### src/rtl/cdb_broadcaster_pkg.sv
// Shared CDB types and constants for the completion-side broadcaster and its snoopers.
package cdb_broadcaster_pkg;

  localparam int unsigned XLEN           = 32;
  localparam int unsigned ROB_LEN        = 32;
  localparam int unsigned TAG_W          = $clog2(ROB_LEN);
  localparam int unsigned CDB_NUM_CH     = 4;
  localparam int unsigned CDB_FIFO_DEPTH = 2;

  typedef struct packed {
    logic [TAG_W-1:0] tag;
    logic             valid;
  } TAG_PACKET;

  typedef struct packed {
    TAG_PACKET       reg_tag;
    logic [XLEN-1:0] reg_value;
  } CDB_PACKET;

  typedef struct packed {
    logic [TAG_W-1:0] tag;
    logic [XLEN-1:0]  value;
  } CDB_ENTRY;

endpackage

### src/rtl/cdb_broadcaster_fifo.sv
// Depth-N synchronous FIFO of CDB entries with occupancy count and synchronous flush.
module cdb_fifo
  import cdb_broadcaster_pkg::*;
#(
  parameter int unsigned DEPTH = 2
) (
  input  logic                   clock,
  input  logic                   reset,
  input  logic                   flush,
  input  logic                   push,
  input  CDB_ENTRY               push_data,
  input  logic                   pop,
  output CDB_ENTRY               head,
  output logic [$clog2(DEPTH):0] count
);

  localparam int unsigned PTR_W = $clog2(DEPTH);
  localparam int unsigned CNT_W = PTR_W + 1;

  CDB_ENTRY         mem_q [DEPTH];
  logic [PTR_W-1:0] rd_q, wr_q;
  logic [CNT_W-1:0] count_q;
  logic             push_ok, pop_ok;

  always_comb begin
    push_ok = push && (count_q != CNT_W'(DEPTH));
    pop_ok  = pop && (count_q != '0);
    head    = mem_q[rd_q];
    count   = count_q;
  end

  always_ff @(posedge clock or negedge reset) begin
    if (!reset) begin
      rd_q    <= '0;
      wr_q    <= '0;
      count_q <= '0;
    end else if (flush) begin
      rd_q    <= '0;
      wr_q    <= '0;
      count_q <= '0;
    end else begin
      if (push_ok) wr_q <= wr_q + 1'b1;
      if (pop_ok)  rd_q <= rd_q + 1'b1;
      unique case ({push_ok, pop_ok})
        2'b10:   count_q <= count_q + 1'b1;
        2'b01:   count_q <= count_q - 1'b1;
        default: count_q <= count_q;
      endcase
    end
  end

  // Storage needs no reset: the head is only consumed while the count is non-zero.
  always_ff @(posedge clock) begin
    if (push_ok && !flush) mem_q[wr_q] <= push_data;
  end

endmodule

### src/rtl/cdb_broadcaster.sv
// Round-robin CDB broadcaster over per-channel completion FIFOs.
// Define CDB_BYPASS_EN to let an empty channel's input win directly (1-cycle latency).
module cdb_broadcaster
  import cdb_broadcaster_pkg::*;
#(
  parameter int unsigned NUM_CH     = CDB_NUM_CH,
  parameter int unsigned FIFO_DEPTH = CDB_FIFO_DEPTH
) (
  input  logic                           clock,
  input  logic                           reset,
  input  logic                           squash,
  input  logic [NUM_CH-1:0]              fu_valid,
  input  logic [NUM_CH-1:0][TAG_W-1:0]   fu_tag,
  input  logic [NUM_CH-1:0][XLEN-1:0]    fu_value,
  output logic [NUM_CH-1:0]              fu_ready,
  output CDB_PACKET                      cdb_packet_out,
  output logic [$clog2(NUM_CH)-1:0]      grant_ch
);

  localparam int unsigned CH_W  = $clog2(NUM_CH);
  localparam int unsigned CNT_W = $clog2(FIFO_DEPTH) + 1;

  logic [CNT_W-1:0]  count [NUM_CH];
  CDB_ENTRY          head  [NUM_CH];
  logic [NUM_CH-1:0] fifo_empty, accept, bypass_ok, cand, push, pop;
  logic [CH_W-1:0]   rr_ptr_q, rr_ptr_d, winner;
  logic              found, use_bypass;
  CDB_ENTRY          win_entry;

  // Ready is a function of registered occupancy only.
  always_comb begin
    for (int unsigned i = 0; i < NUM_CH; i++) begin
      fifo_empty[i] = (count[i] == '0);
      fu_ready[i]   = (count[i] < CNT_W'(FIFO_DEPTH));
    end
    accept = fu_valid & fu_ready & {NUM_CH{~squash}};
  end

`ifdef CDB_BYPASS_EN
  assign bypass_ok = fifo_empty & accept;
`else
  assign bypass_ok = '0;
`endif

  assign cand = (~fifo_empty | bypass_ok) & {NUM_CH{~squash}};

  always_comb begin
    found  = 1'b0;
    winner = '0;
    for (int unsigned k = 0; k < NUM_CH; k++) begin
      int unsigned idx;
      idx = rr_ptr_q + k;
      if (idx >= NUM_CH) idx = idx - NUM_CH;
      if (!found && cand[CH_W'(idx)]) begin
        found  = 1'b1;
        winner = CH_W'(idx);
      end
    end
  end

  // A winner with an empty FIFO can only be a bypass candidate.
  always_comb begin
    use_bypass = found && fifo_empty[winner];
    win_entry  = use_bypass ? CDB_ENTRY'{tag: fu_tag[winner], value: fu_value[winner]}
                            : head[winner];
    rr_ptr_d   = (winner == CH_W'(NUM_CH - 1)) ? '0 : winner + 1'b1;
    for (int unsigned i = 0; i < NUM_CH; i++) begin
      push[i] = accept[i] && !(use_bypass && (winner == CH_W'(i)));
      pop[i]  = found && !use_bypass && (winner == CH_W'(i));
    end
  end

  for (genvar g = 0; g < NUM_CH; g++) begin : g_fifo
    cdb_fifo #(
      .DEPTH (FIFO_DEPTH)
    ) u_fifo (
      .clock     (clock),
      .reset     (reset),
      .flush     (squash),
      .push      (push[g]),
      .push_data (CDB_ENTRY'{tag: fu_tag[g], value: fu_value[g]}),
      .pop       (pop[g]),
      .head      (head[g]),
      .count     (count[g])
    );
  end

  always_ff @(posedge clock or negedge reset) begin
    if (!reset) begin
      rr_ptr_q       <= '0;
      cdb_packet_out <= '0;
      grant_ch       <= '0;
    end else if (squash) begin
      rr_ptr_q       <= '0;
      cdb_packet_out <= '0;
    end else if (found) begin
      rr_ptr_q                     <= rr_ptr_d;
      cdb_packet_out.reg_tag.valid <= 1'b1;
      cdb_packet_out.reg_tag.tag   <= win_entry.tag;
      cdb_packet_out.reg_value     <= win_entry.value;
      grant_ch                     <= winner;
    end else begin
      cdb_packet_out <= '0;
    end
  end

endmodule

### config.mk
export PLATFORM = sky130hd
export DESIGN_NAME = cdb_broadcaster
export DESIGN_NICKNAME = d
export VERILOG_FILES = /design/src/rtl/cdb_broadcaster_pkg.sv /design/src/rtl/cdb_broadcaster_fifo.sv /design/src/rtl/cdb_broadcaster.sv
export SDC_FILE = /design/constraint.sdc
export NUM_CORES = 1
export LEC_CHECK = 0
export BUFFER_PORTS_ARGS = -buffer_cell sky130_fd_sc_hd__buf_2
export CORE_ASPECT_RATIO = 1.4
export CORE_MARGIN = 1.5
export CORE_UTILIZATION = 62
export DETAILED_ROUTE_END_ITERATION = 10
export PLACE_DENSITY = 0.83
export SYNTH_ARGS = -nofsm -noshare
export SYNTH_HDL_FRONTEND = slang
export SYNTH_HIERARCHICAL = 1
export SYNTH_SLANG_ARGS = --single-unit
### constraint.sdc
create_clock -name clock -period 8.2 [get_ports clock]
set_input_delay 0 -clock clock [delete_from_list [all_inputs] [get_ports clock]]
set_output_delay 0 -clock clock [all_outputs]
set_load 0.05 [all_outputs]
Yosys cells after proc, flatten, opt, wreduce, memory -nomap -nowiden
Memories as Yosys holds them, arrays and structs flattened.
Cells that the tools add are included.
W data, S select, Z words.

word-level totals
  word-level logic and storage cells = 208
  output and inout bits = 44
  RAM bits = 296
  memories kept = 4
  input bits = 155
  bits in registers = 58

operators by class
  mux-type cells = 67
  equality and inequality tests = 15
  order comparisons = 14
  reductions and logical operators = 61
  bitwise logic cells = 6
  $add $sub $neg = 24

memories
  name                    depth  bits a word  read ports  clocked after memory_dff  write ports  RTL line                    text
  g_fifo[0].u_fifo.mem_q  2      37           1           0                         1            cdb_broadcaster_fifo.sv:20  CDB_ENTRY mem_q [DEPTH];
  g_fifo[1].u_fifo.mem_q  2      37           1           0                         1            cdb_broadcaster_fifo.sv:20
  g_fifo[2].u_fifo.mem_q  2      37           1           0                         1            cdb_broadcaster_fifo.sv:20
  g_fifo[3].u_fifo.mem_q  2      37           1           0                         1            cdb_broadcaster_fifo.sv:20

operators with widths
  kind                   count
  $mux W37               3
  $mux W38               2
  $bmux W37 S2           1
  $bmux W32 S2           1
  $mux W1                33
  $mux W32               1
  $mux W2                15
  $logic_and A1 B1 Y1    29
  $reduce_bool A2 Y1     13
  $pmux W2 S2            4
  $sub A2 B1 Y2 const B  8
  $lt A2 B3 Y1 const B   5
  $and A4 B4 Y4          3
  $eq A2 B2 Y1 const B   6
  $ge A3 B3 Y1 const B   4
  $reduce_bool A3 Y1     4
  $add A2 B1 Y2 const B  5
  $bmux W1 S2            5
  $bmux W5 S2            1
  $eq A2 B1 Y1 const B   5
  $logic_not A2 Y1       5
  $logic_not A1 Y1       9
  $add A1 B1 Y1 const B  8
  $lt A2 B2 Y1 const B   4
  9 further kinds        13

Longest topological paths before layout
Gate-level depths: netlist of the first run.

  word-level depth = 25
  depth in mapped cells = 12
  gate-level depth less buffers = 10

Modules after synthesis
The synthesis of the first run kept the hierarchy.

modules (own cells, without submodules)
  module                           times used  area each (µm²)  cells an instance  sequential area each (µm²)
  cdb_fifo (g_fifo[0].u_fifo ...)  2           2894.0           140                2322.2
  cdb_fifo (g_fifo[1].u_fifo ...)  2           2892.8           140                2322.2
  cdb_broadcaster                  1           3434.5           313                1051.0

Worst setup path before layout of the first run
OpenSTA, ideal clock, no wires.

  kind = reg2reg
  start = register g_fifo[0].u_fifo.count_q[1]
  end = memory g_fifo[0].u_fifo/mem_q[1][0] (netlist name), enable pin
  cell stages (with the launch flop) = 4
  setup time = 485 ps
  arrival time = 3894 ps
  required time = 7715 ps
  period minus slack after synthesis = 4379 ps
  buffers on the path = 0
  slack = 3821 ps
  cells stage by stage = dfrtp_1 nor3b_1 nand2_1 nor3b_1

between the ends
  word-level cells in the longest chain between the ends = 25
  elaborated cells between the ends (all ways) = 40
  those cells by class = order compare (1); eq/ne (1); mux (20); bitwise (4); reduce/logical (14)

RTL lines
  item                               RTL line                    text
  start, declared                    cdb_broadcaster_fifo.sv:22  logic [CNT_W-1:0] count_q;
  start signal, assigned             cdb_broadcaster_fifo.sv:45  2'b10: count_q <= count_q + 1'b1;
  start signal, assigned             cdb_broadcaster_fifo.sv:46  2'b01: count_q <= count_q - 1'b1;
  start signal, assigned             cdb_broadcaster_fifo.sv:47  default: count_q <= count_q;
  $logic_not A2 Y1                   cdb_broadcaster.sv:33       fifo_empty[i] = (count[i] == '0);
  $not A4 Y4                         cdb_broadcaster.sv:45       assign cand = (~fifo_empty | bypass_ok) & {NUM_CH{~squash}};
  $and A4 B4 Y4                      cdb_broadcaster.sv:45
  $bmux W1 S2                        cdb_broadcaster.sv:54       if (!found && cand[CH_W'(idx)]) begin
  $mux W1 (implied by the code)      cdb_broadcaster.sv:54
  $mux W1                            cdb_broadcaster.sv:54
  $logic_not A1 Y1                   cdb_broadcaster.sv:54
  $logic_and A1 B1 Y1                cdb_broadcaster.sv:54
  (+10 left out)                     --
  $logic_and A1 B1 Y1                cdb_broadcaster.sv:68       push[i] = accept[i] && !(use_bypass && (winner == CH_W'(i)));
  $logic_not A1 Y1                   cdb_broadcaster.sv:68
  $logic_and A1 B1 Y1 (*)            cdb_broadcaster.sv:68
  net push[0]                        cdb_broadcaster.sv:25       logic [NUM_CH-1:0] fifo_empty, accept, bypass_ok, cand, push, pop;
  $logic_and A1 B1 Y1 (*)            cdb_broadcaster_fifo.sv:26  push_ok = push && (count_q != CNT_W'(DEPTH));
  $logic_and A1 B1 Y1 (*)            cdb_broadcaster_fifo.sv:54  if (push_ok && !flush) mem_q[wr_q] <= push_data;
  $mux W1 (*)                        cdb_broadcaster_fifo.sv:54
  $mux W1 (implied by the code) (*)  cdb_broadcaster_fifo.sv:54
  end, declared                      cdb_broadcaster_fifo.sv:20

Mark *: on every way through the listed nets, which the timed path passes. The rest lies on a longest branch. The select of a mux whose other input is x is not followed.

Final worst setup path of the first run
  start = register g_fifo[2].u_fifo.count_q[1]
  end = register g_fifo[0].u_fifo.count_q[0]

between the ends
  word-level cells in the longest chain between the ends = 25
  elaborated cells between the ends (all ways) = 42
  those cells by class = eq/ne (2); mux (20); bitwise (2); reduce/logical (18)

RTL lines
  item                                                 RTL line                    text
  start, declared                                      cdb_broadcaster_fifo.sv:22
  start signal, assigned                               cdb_broadcaster_fifo.sv:45
  start signal, assigned                               cdb_broadcaster_fifo.sv:46
  start signal, assigned                               cdb_broadcaster_fifo.sv:47
  $logic_not A2 Y1 (*)                                 cdb_broadcaster.sv:33
  $not A4 Y4                                           cdb_broadcaster.sv:45
  $and A4 B4 Y4                                        cdb_broadcaster.sv:45
  $bmux W1 S2                                          cdb_broadcaster.sv:54
  $mux W1 (implied by the code)                        cdb_broadcaster.sv:54
  $mux W1                                              cdb_broadcaster.sv:54
  $logic_not A1 Y1                                     cdb_broadcaster.sv:54
  $logic_and A1 B1 Y1                                  cdb_broadcaster.sv:54
  (+10 left out)                                       --
  $logic_not A1 Y1                                     cdb_broadcaster.sv:69       pop[i] = found && !use_bypass && (winner == CH_W'(i));
  $logic_and A1 B1 Y1                                  cdb_broadcaster.sv:69
  $logic_and A1 B1 Y1 (*)                              cdb_broadcaster.sv:69
  net pop[0]                                           cdb_broadcaster.sv:25
  $logic_and A1 B1 Y1 (*)                              cdb_broadcaster_fifo.sv:27  pop_ok = pop && (count_q != '0);
  $eq A2 B1 Y1 / $eq A2 B2 Y1 (equally long branches)  cdb_broadcaster_fifo.sv:44  unique case ({push_ok, pop_ok})
  $pmux W2 S2                                          cdb_broadcaster_fifo.sv:44
  $mux W2                                              cdb_broadcaster_fifo.sv:37  end else if (flush) begin

Marks and branches as above.
A chain may end at the register's enable or synchronous reset.

==> results of run 1 <==
[cells in the final DEF, fill, tap and decap left out, drive strengths merged, types with 2 or more instances in the layout]
master	Yosys	layout
buf	33	217
mux2i	39	39
ha	4	4
or2	3	3
inv	12	12
edfxtp	296	296
a22oi	2	2
or3	4	4
xor2	4	4
a32oi	74	74
nor2b	5	5
a211oi	2	2
clkinv	0	11
o21ai	14	14
nor3b	10	10
bufinv	0	4
a21o	6	6
a21oi	15	15
clkbuf	18	42
nand3b	4	4
mux2	222	222
dlygate4sd3	0	150
nor3	7	7
o211ai	4	4
nor2	15	15
dfrtp	58	58
nand2b	5	5
nand2	7	7
and2	4	4
[worst reg2reg max path, delay by kind of cell (launching register included)]
family	cells	cell delay [ns]
compound gates	3	0.54
fa+ha+maj	1	0.21
buf+inv	2	0.74
flops	1	0.49
mux	1	0.50
simple gates	4	0.79
[cells by family (layout without fill, tap and decap cells)]
group,count (synthesis),count (layout),share of synthesized area
DFF,354,354,0.689
muxes,262,262,0.194
AOI/OAI and AO/OA,119,119,0.0630
and+or+nand+nor,67,67,0.0254
buffers and inverters,63,436,0.0228
adders and majority gates,4,4,0.00333
xor gates and xnor gates,4,4,0.00233
other,0,1,0
[state kept, by name, indices dropped and copies added, names as in the netlist]
| name | cells |
|---|---|
| g_fifo.u_fifo/mem_q | 296 |
| g_fifo.u_fifo/count | 8 |
| grant_ch | 2 |
| g_fifo.u_fifo/rd_q | 4 |
| cdb_packet_out | 38 |
| g_fifo.u_fifo/wr_q | 4 |
| rr_ptr_q | 2 |
[worst min-delay path by stage]
stage / start / endpoint / slack [ns] / depth (start not counted)
CTS: fu_valid[3] / g_fifo[3].u_fifo/count[0] / 0.01 / 4
global route: fu_valid[2] / g_fifo[2].u_fifo/count[0] / 0.02 / 4
floorplan: reset / cdb_packet_out[0] / -0.30 / 0
detailed placement: fu_value[91] / g_fifo[2].u_fifo/mem_q[0][27] / 0.19 / 1
global placement: reset / cdb_packet_out[34] / 0.19 / 2
finish: fu_valid[3] / g_fifo[3].u_fifo/count[0] / 0.03 / 4
[final cells by class]
cell class,instances,area [um2],share of cell area
diodes,1,2.50,0.000133
well taps,310,388,0.0206
inverters,12,45.0,0.00239
clock inverters,15,174,0.00922
repair buffers,367,2640,0.140
flip-flops and latches,354,10300,0.548
clock buffers,42,878,0.0466
multi-input cells,456,4400,0.233
[cell usage after synthesis]
| library cell | count | area, um2 |
|---|---|---|
| nor2_1 | 13 | 48.8 |
| nand3b_1 | 4 | 30.0 |
| nor3b_1 | 10 | 75.1 |
| xor2_1 | 4 | 35.0 |
| and2_1 | 4 | 25.0 |
| and3_1 | 1 | 6.26 |
| o21ai_0 | 13 | 65.1 |
| nor2_2 | 1 | 6.26 |
| inv_2 | 4 | 15.0 |
| mux2i_1 | 39 | 390 |
| nor2_4 | 1 | 11.3 |
| o21ai_1 | 1 | 5.00 |
| dfrtp_1 | 58 | 1450 |
| buf_1 | 4 | 15.0 |
| a22oi_1 | 2 | 15.0 |
| buf_6 | 8 | 90.1 |
| nor2b_1 | 5 | 31.3 |
| or2_1 | 1 | 6.26 |
| o21ba_2 | 1 | 10.0 |
| edfxtp_1 | 296 | 8890 |
| a2111oi_4 | 1 | 27.5 |
| mux4_2 | 1 | 22.5 |
| clkbuf_1 | 18 | 67.6 |
| nor4_1 | 1 | 6.26 |
| o211ai_1 | 4 | 30.0 |
| nand3_1 | 1 | 5.00 |
| mux2_2 | 222 | 2500 |
| nand2b_1 | 5 | 31.3 |
| nor3_1 | 7 | 35.0 |
| buf_4 | 8 | 60.1 |
| inv_1 | 8 | 30.0 |
| buf_2 | 13 | 65.1 |
| a32oi_1 | 74 | 648 |
| or2_2 | 2 | 12.5 |
| nand2_1 | 7 | 26.3 |
| ha_1 | 4 | 50.1 |
| a21o_1 | 6 | 45.0 |
| a211oi_2 | 2 | 25.0 |
| a21oi_1 | 15 | 75.1 |
| or3_1 | 4 | 25.0 |
[through the flow]
stage,util,cell area (um2),setup slack (ns),hold WS [ns],std cells
after floorplan,-,15000,3.82,-0.296,873
after global placement,0.683,16300,4.99,0.188,1349
after detailed placement,0.683,16300,4.86,0.191,1349
after CTS,0.790,18900,4.85,0.0101,1556
after global routing,0.790,18900,4.65,0.0224,1556
final,0.790,18900,4.83,0.0328,1557
[timing repair]
action | in CTS | in global routing
setup buffers | 0 | 0
hold buffers | 150 | 0
hold endpoints to repair | 377 | 0
[where the power goes]
part	internal [mW]	switching, mW	leakage (nW)	total, mW
clock network	0.873	0.623	0.521	1.50
registers	2.03	0.0423	3.47	2.07
logic	0.249	0.420	2.83	0.669
[metal layers]
metal / GRT usage / wire length (um)
met1: 0.338 / 13300
met2: 0.550 / 20500
met3: 0.0374 / 1830
met4: 0.0988 / 1170
met5: 0 / 0
==> run metrics, run 1 <==
fill count roughly 1300; worst r2r src g_fifo[2].u_fifo/count[1]; total design power 4.24 mW; CTS tree yes; RSZ-0062 raised after global routing no; routability cong. 0.853; Syn Nets 1032; Post-Synthesis Cells 873; post-detail-place hpwl ~22 mm; leakage power about 6.8 nW; Overflow after GRT 0; maximum vdd ir drop roughly 200 uV; pin slew with the least headroom to its limit 0.916 ns; crit start category flip-flop; # setup viols final 0; Pre-antenna DRT Iters 5; Worst Hold Class in2reg; Core ar. 23900 um2; Cell Rows 67; Data required, critical path 8.67 ns; clock skew 0.0118 ns; mapped cell area 15000 um2; WL/cell 23.6 um; CP top delay family simple AND/OR/NAND/NOR gates; Initial Util 0.628; worst r2r path cells 11; Critical Path Stages 11; Reg2Reg Setup Slack 4.83 ns; MaxCap Viol Count 0; total track usage 0.292; Netlist cell types 40; vias in the first global route 9793; CP endpoint kind flip-flop; Final nets 1381; setup_tns 0 ns; CTS Buf Count 31; Seq/Total Area, Yosys 0.689; first-pass GRT wire length between 50 and 60 mm; worst setup path endpoint g_fifo[0].u_fifo/count[0]; R2R Path End g_fifo[0].u_fifo/count[0]; largest net degree at the start of global routing 76; Crit Path Class reg2reg; Final Hold Vio Count 0; drt drc 0; clk buf depth 3; chip height 187 um; pwr dens approximately 220 nW/um2; minimum clock period 3.37 ns; Slew headroom 0.390; Max Clk Rate 0.297 GHz; synthesized flop and latch total 354; crit-path most repeated cell a21oi_1; PortBufs 198; ANT nets after route 0; post-CTS sizing 0; Final Slew Violations 0; share of cells above drive strength 1 0.409; Buf/Inv on CP 2; # IOs 199; synthesis-to-finish area growth 25.7%; Crit Path Max Fanout 41; Synthesis Warnings 6; final WL 36.8 mm; 1st-iter DRT viols 704; peak per-stage delay on the critical path 0.59 ns; Clk pin slew, worst setup/hold paths 0.07 ns; via count about 9300; clk_lat worst skew roughly 0.55 ns; Mapped Avg Cell Area approximately 17 um2; Die Width 134 um; initial antenna violation count 0; CP Launch Point g_fifo[2].u_fifo/count[1]; Tcrit/Tclk final 0.410; root buf cell clkbuf_16; CP max-delay cell buf_4; CP cell instances nor2_2, nor3_1, mux4_2, a2111oi_4, buf_4, inv_1, ha_1, and2_1, nor3b_1, a21oi_1, a21oi_1; H-tree depth 1; status finished, final reports clean; critical path arrival between 3 and 4 ns; Sink Count about 350; routed vias/inst approximately 6.0; die area 25200 um2
No activity file was read; power rests on OpenSTA's default activity.
==> run 2, diff against run 1 <==
--- a/config.mk
+++ b/config.mk
@@ -5,12 +5,13 @@
 export SDC_FILE = /design/constraint.sdc
 export NUM_CORES = 1
 export LEC_CHECK = 0
+export ABC_AREA = 1
 export BUFFER_PORTS_ARGS = -buffer_cell sky130_fd_sc_hd__buf_2
 export CORE_ASPECT_RATIO = 1.4
 export CORE_MARGIN = 1.5
-export CORE_UTILIZATION = 62
+export CORE_UTILIZATION = 52
 export DETAILED_ROUTE_END_ITERATION = 10
-export PLACE_DENSITY = 0.83
+export PLACE_DENSITY = 0.74
 export SYNTH_ARGS = -nofsm -noshare
 export SYNTH_HDL_FRONTEND = slang
 export SYNTH_HIERARCHICAL = 1
==> constraint.sdc (replaced) <==
create_clock -name clock -period 2.9 [get_ports clock]
set_input_delay 0 -clock clock [delete_from_list [all_inputs] [get_ports clock]]
set_output_delay 0 -clock clock [all_outputs]
set_load 0.05 [all_outputs]
==> run 2 against run 1 <==
Synthesized cell count grew 58%. Sequential power grew to 3.1 times the previous value. Fmax rose by 22%. Sequential cell count is the same. Power increased to 4.9 times the previous value. Die area up 18%. Critical path depth increased by 6. First-iteration DRC count up 21%. Non-clock buffer count increased by 13. Clock power grew to 3.0 times the previous value. Largest power group is now combinational logic.
==> run metrics, run 2 <==
CTS tree yes; PortBufs 198 (unchanged); Cell Rows 73 (+9.0%); Overflow after GRT 0 (unchanged); vias in the first global route 10800 (+10%); Worst Hold Class in2reg; total track usage 0.252 (-0.0401); synthesized flop and latch total 354 (unchanged); area post-placement 16200 um2 (-0.51%); ANT nets after route 0 (unchanged); Post-synth ARST share 0.164 (unchanged); Crit Path Class reg2reg; sequential cell area 10300 um2 (about the same); maximum vdd ir drop 942 uV (+370%); max reg flops 296 (unchanged); crit start category flip-flop; pin slew with the least headroom to its limit 0.726 ns (-0.190 ns); root buf cell clkbuf_16; CP cell instances buf_4, xnor2_1, nand2_1, nand2_2, nand4_2, nand2_2, nand2_2, inv_1, ha_1, inv_1, nor2_1, inv_2, nor2_4, nor2_2, nor2_4, nand2_1, o21ai_1; peak per-stage delay on the critical path 0.48 ns (-0.11 ns); via count 11100 (+19%); Crit Path Max Fanout 8 (-80%); post-synthesis xor/xnor area fraction 0.00244 (+0.000110); combinational family with the most area after synthesis simple AND/OR/NAND/NOR gates; Final nets 1892 (+37%); fill count 1976 (+53%); fin area 19000 um2 (+0.61%); clk buf depth 3 (unchanged); Top reg by flops g_fifo.u_fifo/mem_q; H-tree depth 2 (+1); commonest cells after routing, fill and taps aside nand2_1, edfxtp_1, buf_2; first-pass GRT wire length 57.4 mm (+4.2%); WL/cell 17.3 um (-27%); routability cong. 0.851 (-0.32%); status finished, final reports clean; clk_lat worst skew 0.52 ns (-0.03 ns); Synth Area in Simple Gates 0.253 (+0.227); 1st-iter DRT viols 855 (+21%); Post-Synthesis Cells 1383 (+58%); most frequent cell after synthesis nand2_1; clock skew 0.0147 ns (+0.00291 ns); Final Non-Filler Cells 2136 (+37%); synthesis-to-finish area growth 27.9%; CP max-delay cell dfrtp_2; Reg2Reg Setup Slack 0.15 ns (-4.68 ns); Synth Area in Adders 0.00337 (+0.0000365); # setup viols final 0 (unchanged); Inst Count DP 1914 (+42%); Sink Count 354 (unchanged); initial antenna violation count 2 (+2); Clk pin slew, worst setup/hold paths 0.06 ns (about the same); crit-path most repeated cell nand2_2; commonest non-fill, non-tap cell in the layout nand2_1; share of cells above drive strength 1 0.200 (-0.209); critical path arrival 3.19 ns (-0.64 ns); Mapped Avg Cell Area 10.7 um2 (-38%); mux contribution to synthesized area 0 (-0.194); commonest register cell after synthesis edfxtp_1; worst r2r path cells 17 (+6); Data required, critical path 3.34 ns (-5.33 ns); CP endpoint kind flip-flop; Final Hold Vio Count 0 (unchanged); MaxCap Viol Count 0 (unchanged); top post-synthesis cells by area edfxtp_1, nand2_1, dfrtp_1, nand3_1, nor2_1; Netlist cell types 25 (-38%); Syn Nets 1542 (+49%); mapped cell area 14800 um2 (-1.1%); post-detail-place hpwl 23.1 mm (+6.1%); worst r2r src rr_ptr_q[0]; Core ar. 28200 um2 (+18%); largest net degree at the start of global routing 75 (-1.3%); Initial Util 0.526 (-0.102); CTS Buf Count 34 (+9.7%); Synthesis Warnings 6 (unchanged); R2R Path End g_fifo[1].u_fifo/count[0]; Final Slew Violations 0 (unchanged); Slew headroom 0.516 (+0.127); post-synth top area share 0.599 (+0.00649); synth cell count leaders nand2_1, edfxtp_1, nand3_1; Seq/Total Area, Yosys 0.697 (+0.00755); Max Clk Rate 0.364 GHz (+22%); leakage power 8.12 nW (+19%); pwr dens 1090 nW/um2 (+380%); footprint of the multi-input gates 4050 um2 (-8.0%); CP Launch Point rr_ptr_q[0]; Util after Layout 0.673 (-0.117); Die Width 146 um (+8.4%); Pre-antenna DRT Iters 8 (+3); drt drc 0 (unchanged); # IOs 199 (unchanged); worst setup path endpoint g_fifo[1].u_fifo/count[0]; die area 29600 um2 (+18%); Synth area leader edfxtp_1; minimum clock period 2.75 ns (-0.617 ns); Post-synth EDFFs 296 (unchanged); Compound-Gate Fraction of Synth Area 0.00851 (-0.0545); routed vias/inst 5.18 (-14%); final WL 36.9 mm (+0.32%); Tcrit/Tclk final 0.948 (+0.537); chip height 203 um (+8.5%)
-- run 2: cells by family after synthesis --
logic type,Yosys count
AND/OR/NAND/NOR,888
flip-flops,354
buffers and inverters,111
AO/OA/AOI/OAI,24
adder cells (fa/ha/maj),4
XOR/XNOR,2
-- run 2: what timing repair did --
| action | 4_1_cts | 5_1_grt |
|---|---|---|
| hold buffers | 151 | 0 |
| resized for setup | 0 | 5 |
| hold endpoints to repair | 354 | 0 |
| setup buffers | 0 | 7 |
| endpoints found under the setup margin | 0 | 10 |
-- run 2: critical path: cells and delay by family, from the launching register on --
kind,cells,cell delay [ns]
and+or+nand+nor,10,1.28
DFF,1,0.48
xor gates and xnor gates,1,0.25
buffers and inverters,4,0.41
adders and majority gates,1,0.17
AOI/OAI and AO/OA,1,0.07
-- run 2: worst min-delay path by stage --
stage                      startpoint                    end  slack [ns]  depth (start not counted)
after floorplan                 reset      cdb_packet_out[0]       -0.30                          0
after global placement          reset  g_fifo[2].u_fifo/rd_q       -0.01                          1
after detailed placement        reset  g_fifo[2].u_fifo/rd_q      -0.001                          1
after CTS                 fu_valid[0]  g_fifo[0].u_fifo/wr_q        0.05                          6
after global routing      fu_valid[2]  g_fifo[2].u_fifo/wr_q        0.08                          6
final                     fu_valid[0]  g_fifo[0].u_fifo/wr_q        0.07                          6
-- run 2: layout make-up --
cell class / instances / share of cell area
antenna: 2 / 0.000264
clock buffer: 44 / 0.0507
clock inverter: 18 / 0.0106
inverter: 45 / 0.00943
multi-input combinational: 918 / 0.213
sequential: 354 / 0.545
tap: 375 / 0.0247
timing repair buffer: 380 / 0.146
-- run 2: per-stage QoR --
stage	hold slack (ns)	setup slack, ns	power, mW	TNS, ns
floorplan	-0.296	0.269	13.3	0
global placement	-0.00986	0.338	15.6	0
detailed placement	-0.00119	0.158	15.8	0
CTS	0.0455	0.131	20.5	0
global route	0.0754	-0.0224	22.0	-0.0232
finish	0.0719	0.151	20.7	0
-- run 2: power by group --
group | switching, mW | internal [mW]
sequential | 0.272 | 6.18
combinational | 6.91 | 2.72
clock | 1.85 | 2.72
-- run 2: layer usage --
| metal | part of all wire | wire, um | global-route usage |
|---|---|---|---|
| met1 | 0.40 | 14800 | 0.325 |
| met2 | 0.50 | 18600 | 0.429 |
| met4 | 0.035 | 1300 | 0.102 |
| met3 | 0.060 | 2220 | 0.0369 |
| met5 | 0 | 0 | 0 |
==> run 3, diff against run 2 <==
--- a/config.mk
+++ b/config.mk
@@ -9,9 +9,9 @@
 export BUFFER_PORTS_ARGS = -buffer_cell sky130_fd_sc_hd__buf_2
 export CORE_ASPECT_RATIO = 1.4
 export CORE_MARGIN = 1.5
-export CORE_UTILIZATION = 52
+export CORE_UTILIZATION = 50
 export DETAILED_ROUTE_END_ITERATION = 10
-export PLACE_DENSITY = 0.74
+export PLACE_DENSITY = 0.69
 export SYNTH_ARGS = -nofsm -noshare
 export SYNTH_HDL_FRONTEND = slang
 export SYNTH_HIERARCHICAL = 1
==> constraint.sdc (replaced) <==
create_clock -name clock -period 3.35 [get_ports clock]
set_input_delay 0 -clock clock [delete_from_list [all_inputs] [get_ports clock]]
set_output_delay 0 -clock clock [all_outputs]
set_load 0.05 [all_outputs]
==> run 3 against run 2 <==
Power shrank 14%. Critical path depth grew 1. Non-clock buffer count shrank 13. Global-route usage shrank 0.72 points. Clock skew shrank 0.00061 ns. Count of clock-buffer cells in the layout grew 1. Fmax grew 2.1%. First-iteration DRC count shrank 22%. Routed wire length grew 0.73%. Register-to-register slack gained 0.51 ns. Core utilization shrank 2.4 points.
==> run metrics, run 3 (synthesis results as in run 2) <==
Setup Fix Bufs, Post-CTS 0 (unchanged); Fin Hold WS 0.0383 ns (-0.0335 ns); Top reg by flops g_fifo.u_fifo/mem_q; clock skew 0.0141 ns (-0.000612 ns); # IOs 199 (unchanged); RSZ-0062 raised after global routing no; footprint of the multi-input gates 4040 um2 (-0.19%); via count 10900 (-1.7%); largest net degree at the start of global routing 75 (unchanged); initial antenna violation count 0 (-2); CP cell instances inv_2, nand3_1, nand2_1, nand2_1, nand2_1, nand4_2, nand2_2, nand2_2, inv_1, ha_1, inv_1, nor2_1, inv_2, nor2_4, nor2_2, nor2_4, nand2_1, o21ai_1; root buf cell clkbuf_16; worst r2r src rr_ptr_q[0]; vias in the first global route 10400 (-3.4%); Slew headroom 0.419 (-0.0977); critical path arrival 3.13 ns (-0.06 ns); Buf/Inv on CP 4 (unchanged); pwr dens 940 nW/um2 (-14%); hold-fix buffers at CTS 149 (-1.3%); share of cells above drive strength 1 0.192 (-0.00767); commonest non-fill, non-tap cell in the layout nand2_1; Core ar. 29200 um2 (+3.3%); routability cong. 0.855 (+0.55%); 1st-iter DRT viols 671 (-22%); chip height 207 um (+2.0%); MaxCap Viol Count 0 (unchanged); Final nets 1880 (-0.63%); Pre-antenna DRT Iters 5 (-3); setup_tns 0 ns (unchanged); sequential cell area 10300 um2 (about the same); max reg flops 296 (unchanged); die area 30700 um2 (+3.9%); final WL 37.2 mm (+0.73%); drt drc 0 (unchanged); worst r2r path cells 18 (+1); crit-path most repeated cell nand2_1; worst hold stages 6 (unchanged); fill count 2188 (+11%); Tcrit/Tclk final 0.804 (-0.144); ANT nets after route 0 (unchanged); Reg2Reg Setup Slack 0.66 ns (+0.51 ns); Final Hold Vio Count 0 (unchanged); Die Width 149 um (+1.9%); total track usage 0.245 (-0.00715); maximum vdd ir drop 1460 uV (+55%); minimum clock period 2.69 ns (-0.0568 ns); Crit Path Class reg2reg; CP endpoint kind flip-flop; WL/cell 17.5 um (+1.2%); Sink Count 354 (unchanged); CP max-delay cell dfrtp_1; CTS Buf Count 35 (+2.9%); leakage power 8.08 nW (-0.58%); R2R Path End g_fifo[3].u_fifo/count[0]; Crit Path Max Fanout 9 (+1); first-pass GRT wire length 57.1 mm (-0.53%); Max Clk Rate 0.371 GHz (+2.1%); Hold Crit Start fu_valid[0]; H-tree depth 2 (unchanged); CTS tree yes; worst slack, placed 0.728 ns (+0.570 ns); CP top delay family simple AND/OR/NAND/NOR gates; commonest cells after routing, fill and taps aside nand2_1, edfxtp_1, buf_2; clk_lat worst skew 0.52 ns (about the same); routed vias/inst 5.11 (-1.2%); Initial Util 0.509 (-0.0170); synthesis-to-finish area growth 27.4%; Hold Path End g_fifo[0].u_fifo/wr_q; crit start category flip-flop; PortBufs 198 (unchanged); Cell Rows 74 (+1.4%); clk buf depth 3 (unchanged); peak per-stage delay on the critical path 0.53 ns (+0.05 ns); pin slew with the least headroom to its limit 0.872 ns (+0.147 ns); status finished, final reports clean; post-detail-place hpwl 23.1 mm (about the same); Overflow after GRT 0 (unchanged); Final Slew Violations 0 (unchanged); Antenna Cells 0 (-2); Worst Hold Class in2reg; Clk pin slew, worst setup/hold paths 0.07 ns (about the same); # setup viols final 0 (unchanged); Data required, critical path 3.79 ns (+0.45 ns); post-CTS sizing 0 (unchanged); final setup margin 0.658 ns (+0.507 ns)
==> run 3: tightest hold or removal path, delay by kind of cell <==
kind | cells | cell delay, ns
buf+inv | 2 | 0.14
compound gates | 1 | 0.13
simple gates | 3 | 0.23
==> run 3: final cells by class <==
cell class / instances / share of cell area
Tap cell: 380 / 0.0251
Multi-Input combinational cell: 918 / 0.214
Sequential cell: 354 / 0.547
Clock inverter: 17 / 0.0132
Clock buffer: 45 / 0.0516
Inverter: 45 / 0.00946
Timing Repair Buffer: 367 / 0.140
==> run 3: how the worst max path moves through the flow <==
stage | startpoint | end | slack (ns) | depth (start not counted)
after global routing | rr_ptr_q[0] | g_fifo[1].u_fifo/count[0] | 0.37 | 18
after CTS | rr_ptr_q[0] | g_fifo[3].u_fifo/count[0] | 0.67 | 16
after global placement | rr_ptr_q[0] | g_fifo[0].u_fifo/count[1] | 0.81 | 19
final | rr_ptr_q[0] | g_fifo[3].u_fifo/count[0] | 0.66 | 18
after floorplan | g_fifo[3].u_fifo/count[1] | g_fifo[3].u_fifo/mem_q[0][0] | 0.12 | 7
after detailed placement | rr_ptr_q[0] | g_fifo[1].u_fifo/count[1] | 0.73 | 16
==> run 3: layer usage <==
| metal | part of all wire | vias to the layer above | GRT usage |
|---|---|---|---|
| li1 | - | 5266 | - |
| met1 | 0.43 | 5147 | 0.330 |
| met2 | 0.48 | 374 | 0.403 |
| met3 | 0.052 | 81 | 0.0336 |
| met4 | 0.035 | 0 | 0.0976 |
| met5 | 0 | - | 0 |
==> run 3: power by group <==
part | total, mW | switching, mW | internal [mW]
Combinational | 7.98 | 5.79 | 2.20
Sequential | 5.64 | 0.288 | 5.35
Clock | 4.14 | 1.61 | 2.53
==> run 3: through the flow <==
step	cell area, um2	utilization	cells	total power, mW
CTS	18900	0.648	2126	17.8
detailed placement	16200	0.555	1915	13.5
finish	18900	0.648	2126	17.8
global route	18900	0.648	2126	18.9
floorplan	14800	-	1383	11.5
global placement	16200	0.555	1915	13.4
